<file path="config.mk">
export PLATFORM = sky130hd
export DESIGN_NAME = ncpu32k_irq_sched
export DESIGN_NICKNAME = d
export VERILOG_FILES = /design/src/rtl/ncpu32k_irq_sched.sv
export SDC_FILE = /design/constraint.sdc
export NUM_CORES = 1
export LEC_CHECK = 0
export CORE_MARGIN = 2
export CORE_UTILIZATION = 46
export CTS_BUF_LIST = sky130_fd_sc_hd__clkbuf_16
export CTS_CLUSTER_SIZE = 40
export DETAILED_ROUTE_END_ITERATION = 6
export PLACE_DENSITY = 0.76
export SETUP_SLACK_MARGIN = 0.4
export SLEW_MARGIN = 5
export SYNTH_ARGS = -nofsm -noshare
export SYNTH_HDL_FRONTEND = slang
export SYNTH_SLANG_ARGS = --single-unit
</file>
<file path="constraint.sdc">
create_clock -name clk -period 2.1 [get_ports clk]
set_input_delay 0.21 -clock clk [delete_from_list [all_inputs] [get_ports clk]]
set_output_delay 0.21 -clock clk [all_outputs]
set_load 0.01 [all_outputs]
</file>
<file path="src/rtl/ncpu32k_irq_sched.sv">
// Interrupt scheduler: picks the highest-priority masked pending IRQ (lowest
// index wins), offers its vector to the core with a valid/ack handshake,
// tracks the single in-service IRQ until EOI, and counts withdrawn offers.
module ncpu32k_irq_sched #(
  parameter int NIRQ = 32,
  parameter int IDW  = 5
) (
  input  logic            clk,
  input  logic            rst,
  input  logic [NIRQ-1:0] irq_pend_i,
  input  logic            intr_en_i,
  output logic            req_valid_o,
  output logic [IDW-1:0]  req_vec_o,
  input  logic            req_ack_i,
  input  logic            eoi_i,
  output logic [NIRQ-1:0] isr_o,
  output logic            busy_o,
  output logic [7:0]      spur_cnt_o
);

  typedef enum logic [1:0] {
    S_IDLE,
    S_ARB,
    S_OFFER,
    S_SERVICE
  } state_t;

  state_t          state_q, state_d;
  logic [NIRQ-1:0] pend_q, pend_d;
  logic            req_valid_q, req_valid_d;
  logic [IDW-1:0]  req_vec_q, req_vec_d;
  logic [NIRQ-1:0] isr_q, isr_d;
  logic            busy_q, busy_d;
  logic [7:0]      spur_cnt_q, spur_cnt_d;

  logic [IDW-1:0]  arb_vec;
  logic [NIRQ-1:0] vec_oh;
  logic            vec_still_pend;

  // Fixed-priority encoder over the snapshot; scanning downward lets the
  // lowest set index overwrite any higher one.
  always_comb begin
    // NOTE: every combinational output gets a default first so no path
    // leaves it unassigned, which would otherwise infer a latch.
    arb_vec = '0;
    for (int i = NIRQ - 1; i >= 0; i--) begin
      if (pend_q[i]) arb_vec = IDW'(i);
    end
  end

  // One-hot of the offered vector; only indices below NIRQ can ever match,
  // so unused upper vector values never address a line.
  always_comb begin
    vec_oh = '0;
    for (int i = 0; i < NIRQ; i++) begin
      if (req_vec_q == IDW'(i)) vec_oh[i] = 1'b1;
    end
    vec_still_pend = |(irq_pend_i & vec_oh);
  end

  // Next-state and registered-output logic of the scheduler FSM.
  always_comb begin
    state_d     = state_q;
    pend_d      = pend_q;
    req_valid_d = req_valid_q;
    req_vec_d   = req_vec_q;
    isr_d       = isr_q;
    spur_cnt_d  = spur_cnt_q;
    unique case (state_q)
      S_IDLE: begin
        if (intr_en_i && (|irq_pend_i)) begin
          pend_d  = irq_pend_i;
          state_d = S_ARB;
        end
      end
      S_ARB: begin
        req_vec_d   = arb_vec;
        req_valid_d = 1'b1;
        state_d     = S_OFFER;
      end
      S_OFFER: begin
        // Ack takes precedence over a simultaneous withdraw condition.
        if (req_ack_i) begin
          isr_d       = vec_oh;
          req_valid_d = 1'b0;
          state_d     = S_SERVICE;
        end else if (!vec_still_pend || !intr_en_i) begin
          req_valid_d = 1'b0;
          if (spur_cnt_q != 8'hFF) spur_cnt_d = spur_cnt_q + 8'd1;
          state_d = S_IDLE;
        end
      end
      S_SERVICE: begin
        if (eoi_i) begin
          isr_d   = '0;
          state_d = S_IDLE;
        end
      end
      default: state_d = S_IDLE;
    endcase
    busy_d = (state_d != S_IDLE);
  end

  // State and output registers with synchronous active-high reset.
  always_ff @(posedge clk) begin
    // NOTE: sequential state uses non-blocking assignments so every flop
    // samples the pre-edge values regardless of statement order.
    if (rst) begin
      state_q     <= S_IDLE;
      pend_q      <= '0;
      req_valid_q <= 1'b0;
      req_vec_q   <= '0;
      isr_q       <= '0;
      busy_q      <= 1'b0;
      spur_cnt_q  <= '0;
    end else begin
      state_q     <= state_d;
      pend_q      <= pend_d;
      req_valid_q <= req_valid_d;
      req_vec_q   <= req_vec_d;
      isr_q       <= isr_d;
      busy_q      <= busy_d;
      spur_cnt_q  <= spur_cnt_d;
    end
  end

  assign req_valid_o = req_valid_q;
  assign req_vec_o   = req_vec_q;
  assign isr_o       = isr_q;
  assign busy_o      = busy_q;
  assign spur_cnt_o  = spur_cnt_q;

endmodule

</file>
==> flow_summary.ini, run 1 <==
[min_path]
min_from = irq_pend_i[22]
hold_end = pend_q[22]
min_path_cells = 3
min_path_type = in2reg

[floorplanning]
initial_core_util_pct = 46.75
io_pins = 84
die_height_um = 97.69
dieArea_mm2 = 0.009542
die_w_um = 97.69
design.core.area_mm2 = 0.008636
num_rows = 34

[setup_path]
worstReg2RegEnd = spur_cnt_o[3]
start_kind = register
reg2reg_from = req_vec_o[0]
arrival_ns = 2.40
critical_path_class = reg2reg
cp.required_ns = 2.33
path_buf_inv = 1
rrSetupSlack_ns = -0.07
critPathCaptureType = register
path_delay_family = simple AND/OR/NAND/NOR gates
crit_slowest_cell = dfxtp_4
cp_max_fo = 9
cpPeakStageDelay_ns = 0.40
worstPathCellList = buf_4, nor2_2, a31o_1, nor4_2, o21a_2, and2b_4, nand3_2, mux2_4
reg2reg_depth = 8

[yosys]
synthFlopType = dfxtp_1
synthAdderAreaFrac_pct = 1.859
synth_xor_area_share_pct = 1.085
yosysUniqueCellTypes = 68
synth_compound_area_share_pct = 16.67
synthCells = 454
synth.avg_cell_area_um2 = 8.893
synth_top_family_by_area = simple AND/OR/NAND/NOR gates
synthMuxAreaShare_pct = 10.72
synth_edf_count = 0
yosys_warnings = 0
synthArstFlopShare_pct = 0
synth_nets = 497
syn-cell-area_mm2 = 0.004038
yosys.area_share.simple_pct = 24.30
synth.ff_latch_count = 81
ys_seq_area_share_pct = 40.16

[grt]
grt_pass1_wl_mm = 21.85
grtUsageTotal_pct = 28.74
antenna_found_initial = 0
grt_pass1_vias = 4312
grt_max_degree = 33
grt_overflow_total = 0

[detailed_routing]
wire_per_inst_um = 20.75
drt_iter0_markers = 387
wirelength_mm = 15.00
vias_per_cell = 6.191
antenna_left = 0
routed-via-count = 4476
drc = 0
first_pass_iters = 5

[clocking]
holdBufCountCts = 0
h-tree-depth = 3
cts_buffers = 9
clk_pin_slew_ns = 0.06
clk_path_buf_depth = 2
clk_latency_ns = 0.35
numClockSinks = 81
tritoncts = yes
cts-root-buf = clkbuf_16

[job]
maxCapViolCount = 0

[sta]
setup_ws_ns = -0.07153
hold_viol = 0
post-route-min-period_ns = 2.172
maxSlewHeadroom_pct = 56.92
grt_setup_unrepaired = yes
skew_ns = 0.009773
period_share_pct = 103.4
setup_viol = 4
tightestPinTransition_ns = 0.6462
max_freq_mhz = 460.5
slew_viol_final = 0

[layout]
fill_cells = 523
nets = 653
drive_gt1_share_pct = 38.37
final_common_cell = nor2_1
design_area_mm2 = 0.006459
layout_common_cells = nor2_1, dfxtp_1, buf_4, clkdlybuf4s50_1, mux2i_1
diodes = 0
synthToLayoutAreaGrowth_pct = 59.96
final_core_util_pct = 74.79

[place]
numPortBuffers = 83
place.gp.congestion = 0.9735
dp_hpwl_mm = 8.533
dpl_cell_area_mm2 = 0.005343

[power_and_ir_drop]
p_per_area_mw_per_mm2 = 1139
finalPower_uw = 7356
leakagePower_uw = 0.002632
peakVddDrop_mv = 0.8212

[run_status]
outcome = complete, but fails checks
violations = negative setup slack
-- metal layers --
metal | wire (um) | GRT usage [%] | vias to the layer above
met5 | 0 | 0 | -
met4 | 789 | 14.64 | 0
met3 | 1073 | 6.115 | 88
met2 | 7267 | 48.86 | 277
met1 | 5873 | 34.11 | 2149
li1 | - | - | 1962
-- sequential cells by signal (all words and copies together) (netlist names) --
register / cells
pend_q: 32
state_q: 2
isr_o: 32
spur_cnt_o: 8
busy_o: 1
req_valid_o: 1
req_vec_o: 5
-- worst max path at each step --
stage	start	end	slack [ns]	cells past startpoint
finish	req_vec_o[0]	spur_cnt_o[3]	-0.07	8
global route	req_vec_o[0]	spur_cnt_o[3]	-0.13	8
global placement	irq_pend_i[26]	pend_q[0]	-0.31	10
CTS	req_vec_o[2]	spur_cnt_o[4]	-0.005	9
detailed placement	irq_pend_i[26]	pend_q[10]	-0.38	10
floorplan	req_vec_o[1]	spur_cnt_o[3]	0.09	8
-- power breakdown --
part	internal [uW]	leakage, uW	switching, uW
Sequential	1760	0.000666	279
Clock	994	0.000160	671
Combinational	1810	0.00181	1840
-- layout make-up --
| class | instances | area (um2) | area share [%] |
|---|---|---|---|
| timing repair buffer | 172 | 1590 | 24.62 |
| clock buffer | 10 | 250.2 | 3.874 |
| clock inverter | 6 | 62.56 | 0.9686 |
| inverter | 14 | 60.06 | 0.9299 |
| multi-input combinational | 332 | 2705 | 41.88 |
| sequential | 81 | 1655 | 25.63 |
| tap | 108 | 135.1 | 2.092 |
-- Yosys cell counts (all sizes together), types with 5 or more instances --
| cell | instances | area [um2] |
|---|---|---|
| a21oi | 17 | 85.08 |
| a22oi | 27 | 202.7 |
| a32oi | 9 | 78.83 |
| buf | 13 | 101.3 |
| clkbuf | 14 | 56.31 |
| dfxtp | 81 | 1622 |
| ha | 6 | 75.07 |
| inv | 14 | 52.55 |
| mux2i | 38 | 380.4 |
| nand2 | 14 | 52.55 |
| nand3 | 6 | 35.03 |
| nand4b | 6 | 52.55 |
| nor2 | 101 | 386.6 |
| nor2b | 5 | 31.28 |
| nor3 | 10 | 55.05 |
| nor4 | 15 | 112.6 |
| o21ai | 5 | 25.02 |
-- cells by family (layout without fill, tap and decap cells) --
kind of cell / count (synthesis) / after routing
AO/OA/AOI/OAI: 90 / 90
adder cells (fa/ha/maj): 6 / 6
multiplexers: 41 / 41
XOR/XNOR: 5 / 5
flip-flops: 81 / 81
AND/OR/NAND/NOR: 190 / 190
buffers and inverters: 41 / 202
-- metrics by stage --
| stage | TNS (ns) | hold slack (ns) | instances | setup slack (ns) |
|---|---|---|---|---|
| global placement | -11.18 | 0.4710 | 668 | -0.3083 |
| finish | -0.1317 | 0.1540 | 723 | -0.07153 |
| global route | -0.6483 | 0.1658 | 723 | -0.1308 |
| detailed placement | -14.16 | 0.4813 | 668 | -0.3835 |
| CTS | -0.004784 | 0.1920 | 705 | -0.004784 |
| floorplan | 0 | 0.3135 | 454 | 0.09367 |
-- worst min-delay path, stage by stage --
cell and delay [ns]:
clkbuf_2 0.11, mux2i_1 0.07, nor2_1 0.07
-- repair_timing --
action                                  4_1_cts  5_1_grt
gates cloned                                  3        2
pin swaps                                    36       53
endpoints found under the setup margin       81       82
setup buffers                                18       16
gates resized for setup                     119       96
hold endpoints to repair                      0        0
No activity file was read; power rests on OpenSTA's default activity.
==> inputs of run 2 (changes only) <==
CORE_MARGIN = 10   (was 2)
CORE_UTILIZATION = 51   (was 46)
PLACE_DENSITY = 0.8   (was 0.76)
clock period = 2.3 ns   (was 2.1 ns; I/O delays follow)
==> run 2 against run 1 <==
Effect of this change: the run now ends clean; cell count shrank 4.3%; non-clock buffer count shrank 25; utilization grew 5.0 points; die area grew 24%; clock skew shrank 0.0019 ns; worst setup slack gained 0.22 ns; critical path type unchanged; critical endpoint unchanged; highest routed layer unchanged.
==> flow_summary.ini, run 2 (synthesized netlist as in run 1, its figures left out) <==
[detailed_routing]
first_pass_iters = 5
wirelength_mm = 14.56
routed-via-count = 4266
wire_per_inst_um = 21.03
antenna_left = 0
drt_iter0_markers = 444
drc = 0
vias_per_cell = 6.165

[power_and_ir_drop]
switching_share_pct = 35.95
power.net_switching_uw = 2282
power_frac_seq_pct = 29.2
peakVddDrop_mv = 0.6912
p_per_area_mw_per_mm2 = 1029
comb_power_share_pct = 43.8
leakagePower_uw = 0.002680
p_int_uw = 4067
power.share.clock_pct = 27.0

[layout]
nets = 628
final_common_cell = nor2_1
diodes = 0
drive_gt1_share_pct = 25.59
design_area_mm2 = 0.006168
synthToLayoutAreaGrowth_pct = 52.77
fin_cells = 692
layout_common_cells = nor2_1, dfxtp_1, clkdlybuf4s50_1, buf_4, mux2i_1

[clocking]
tritoncts = yes
clk_pin_slew_ns = 0.06
cts-root-buf = clkbuf_16
numClockSinks = 81
cts_buffers = 9
clk_path_buf_depth = 2
h-tree-depth = 3
clk_latency_ns = 0.34

[setup_path]
critical_path_class = reg2reg
crit_slowest_cell = or4bb_1
cp.required_ns = 2.52
cpPeakStageDelay_ns = 0.51
critPathCaptureType = register
start_kind = register
path_delay_family = simple AND/OR/NAND/NOR gates
worstPathCellList = buf_8, or4bb_1, a21oi_2, nor4_2, o21a_2, and2b_4, nand3_2, mux2_4
path_buf_inv = 1
arrival_ns = 2.38
cp_max_fo = 8

[place]
dpl.cell_count = 648
pre_cts_ws_ns = -0.1163
numPortBuffers = 83
dp_hpwl_mm = 8.971
place.gp.congestion = 0.9538
dpl_cell_area_mm2 = 0.005189

[grt]
grt_max_degree = 33
grt_pass1_vias = 4167
grt_overflow_total = 0
grtUsageTotal_pct = 23.05
antenna_found_initial = 0
grt_pass1_wl_mm = 21.77

[job]
maxCapViolCount = 0

[floorplanning]
die_height_um = 109.0
num_rows = 32
io_pins = 84
design.core.area_mm2 = 0.007727
die_w_um = 109.0
dieArea_mm2 = 0.01188
initial_core_util_pct = 52.25

[min_path]
min_path_type = in2reg

[sta]
skew_ns = 0.007885
post-route-min-period_ns = 2.156
setup_ws_ns = 0.1444
slew_viol_final = 0
max_freq_mhz = 463.9
maxSlewHeadroom_pct = 58.73
setup_viol = 0
period_share_pct = 93.72
hold_viol = 0
grt_setup_unrepaired = yes
tightestPinTransition_ns = 0.6177

[run_status]
outcome = finished, final reports clean
-- run 2: final timing paths --
path              slack, ns       endpoint  cells after the start    startpoint
hold / removal         0.22     state_q[1]                      2           rst
hold reg to reg        0.50      pend_q[0]                      2     pend_q[0]
setup / recovery       0.14  spur_cnt_o[3]                      8  req_vec_o[1]
setup reg to reg       0.14  spur_cnt_o[3]                      8  req_vec_o[1]
-- run 2: metrics by stage --
step	util [%]	hold WS (ns)	TNS, ns	power, uW
after floorplan	-	0.3339	0	3236
after global placement	67.15	0.4702	-0.8535	3841
after detailed placement	67.15	0.4799	-2.619	3879
after CTS	75.81	0.2098	0	5970
after global routing	79.83	0.2336	0	6626
final	79.83	0.2221	0	6349
-- run 2: cell type report --
class	count	area (um2)
inverters	14	55.05
well taps	102	127.6
clock buffers	10	250.2
flip-flops and latches	81	1645
multi-input cells	332	2495
fillers	457	1559
clock inverters	6	111.4
repair buffers	147	1484
-- run 2: routing by layer --
metal	share of wire, %	vias to the layer above	global-route usage [%]
met3	9.7	48	6.785
met5	0	-	0
met4	2.9	0	8.380
met1	37	2046	27.20
li1	-	1913	-
met2	51	259	38.82
-- run 2: power groups by stage --
stage | Clock, uW | Combinational, uW | Sequential [uW]
after floorplan | 0 | 1430 | 1800
after global placement | 0 | 1950 | 1890
after detailed placement | 0 | 1980 | 1900
after CTS | 1730 | 2410 | 1830
after global routing | 1790 | 2960 | 1870
final | 1710 | 2780 | 1850
-- run 2: repair_timing --
| item | 4_1_cts | 5_1_grt |
|---|---|---|
| pin swaps | 17 | 29 |
| setup buffers | 21 | 4 |
| gates cloned | 1 | 2 |
| endpoints found under the hold margin | 0 | 0 |
| setup endpoints to repair | 73 | 73 |
| hold buffers | 0 | 0 |
| resized for setup | 30 | 62 |
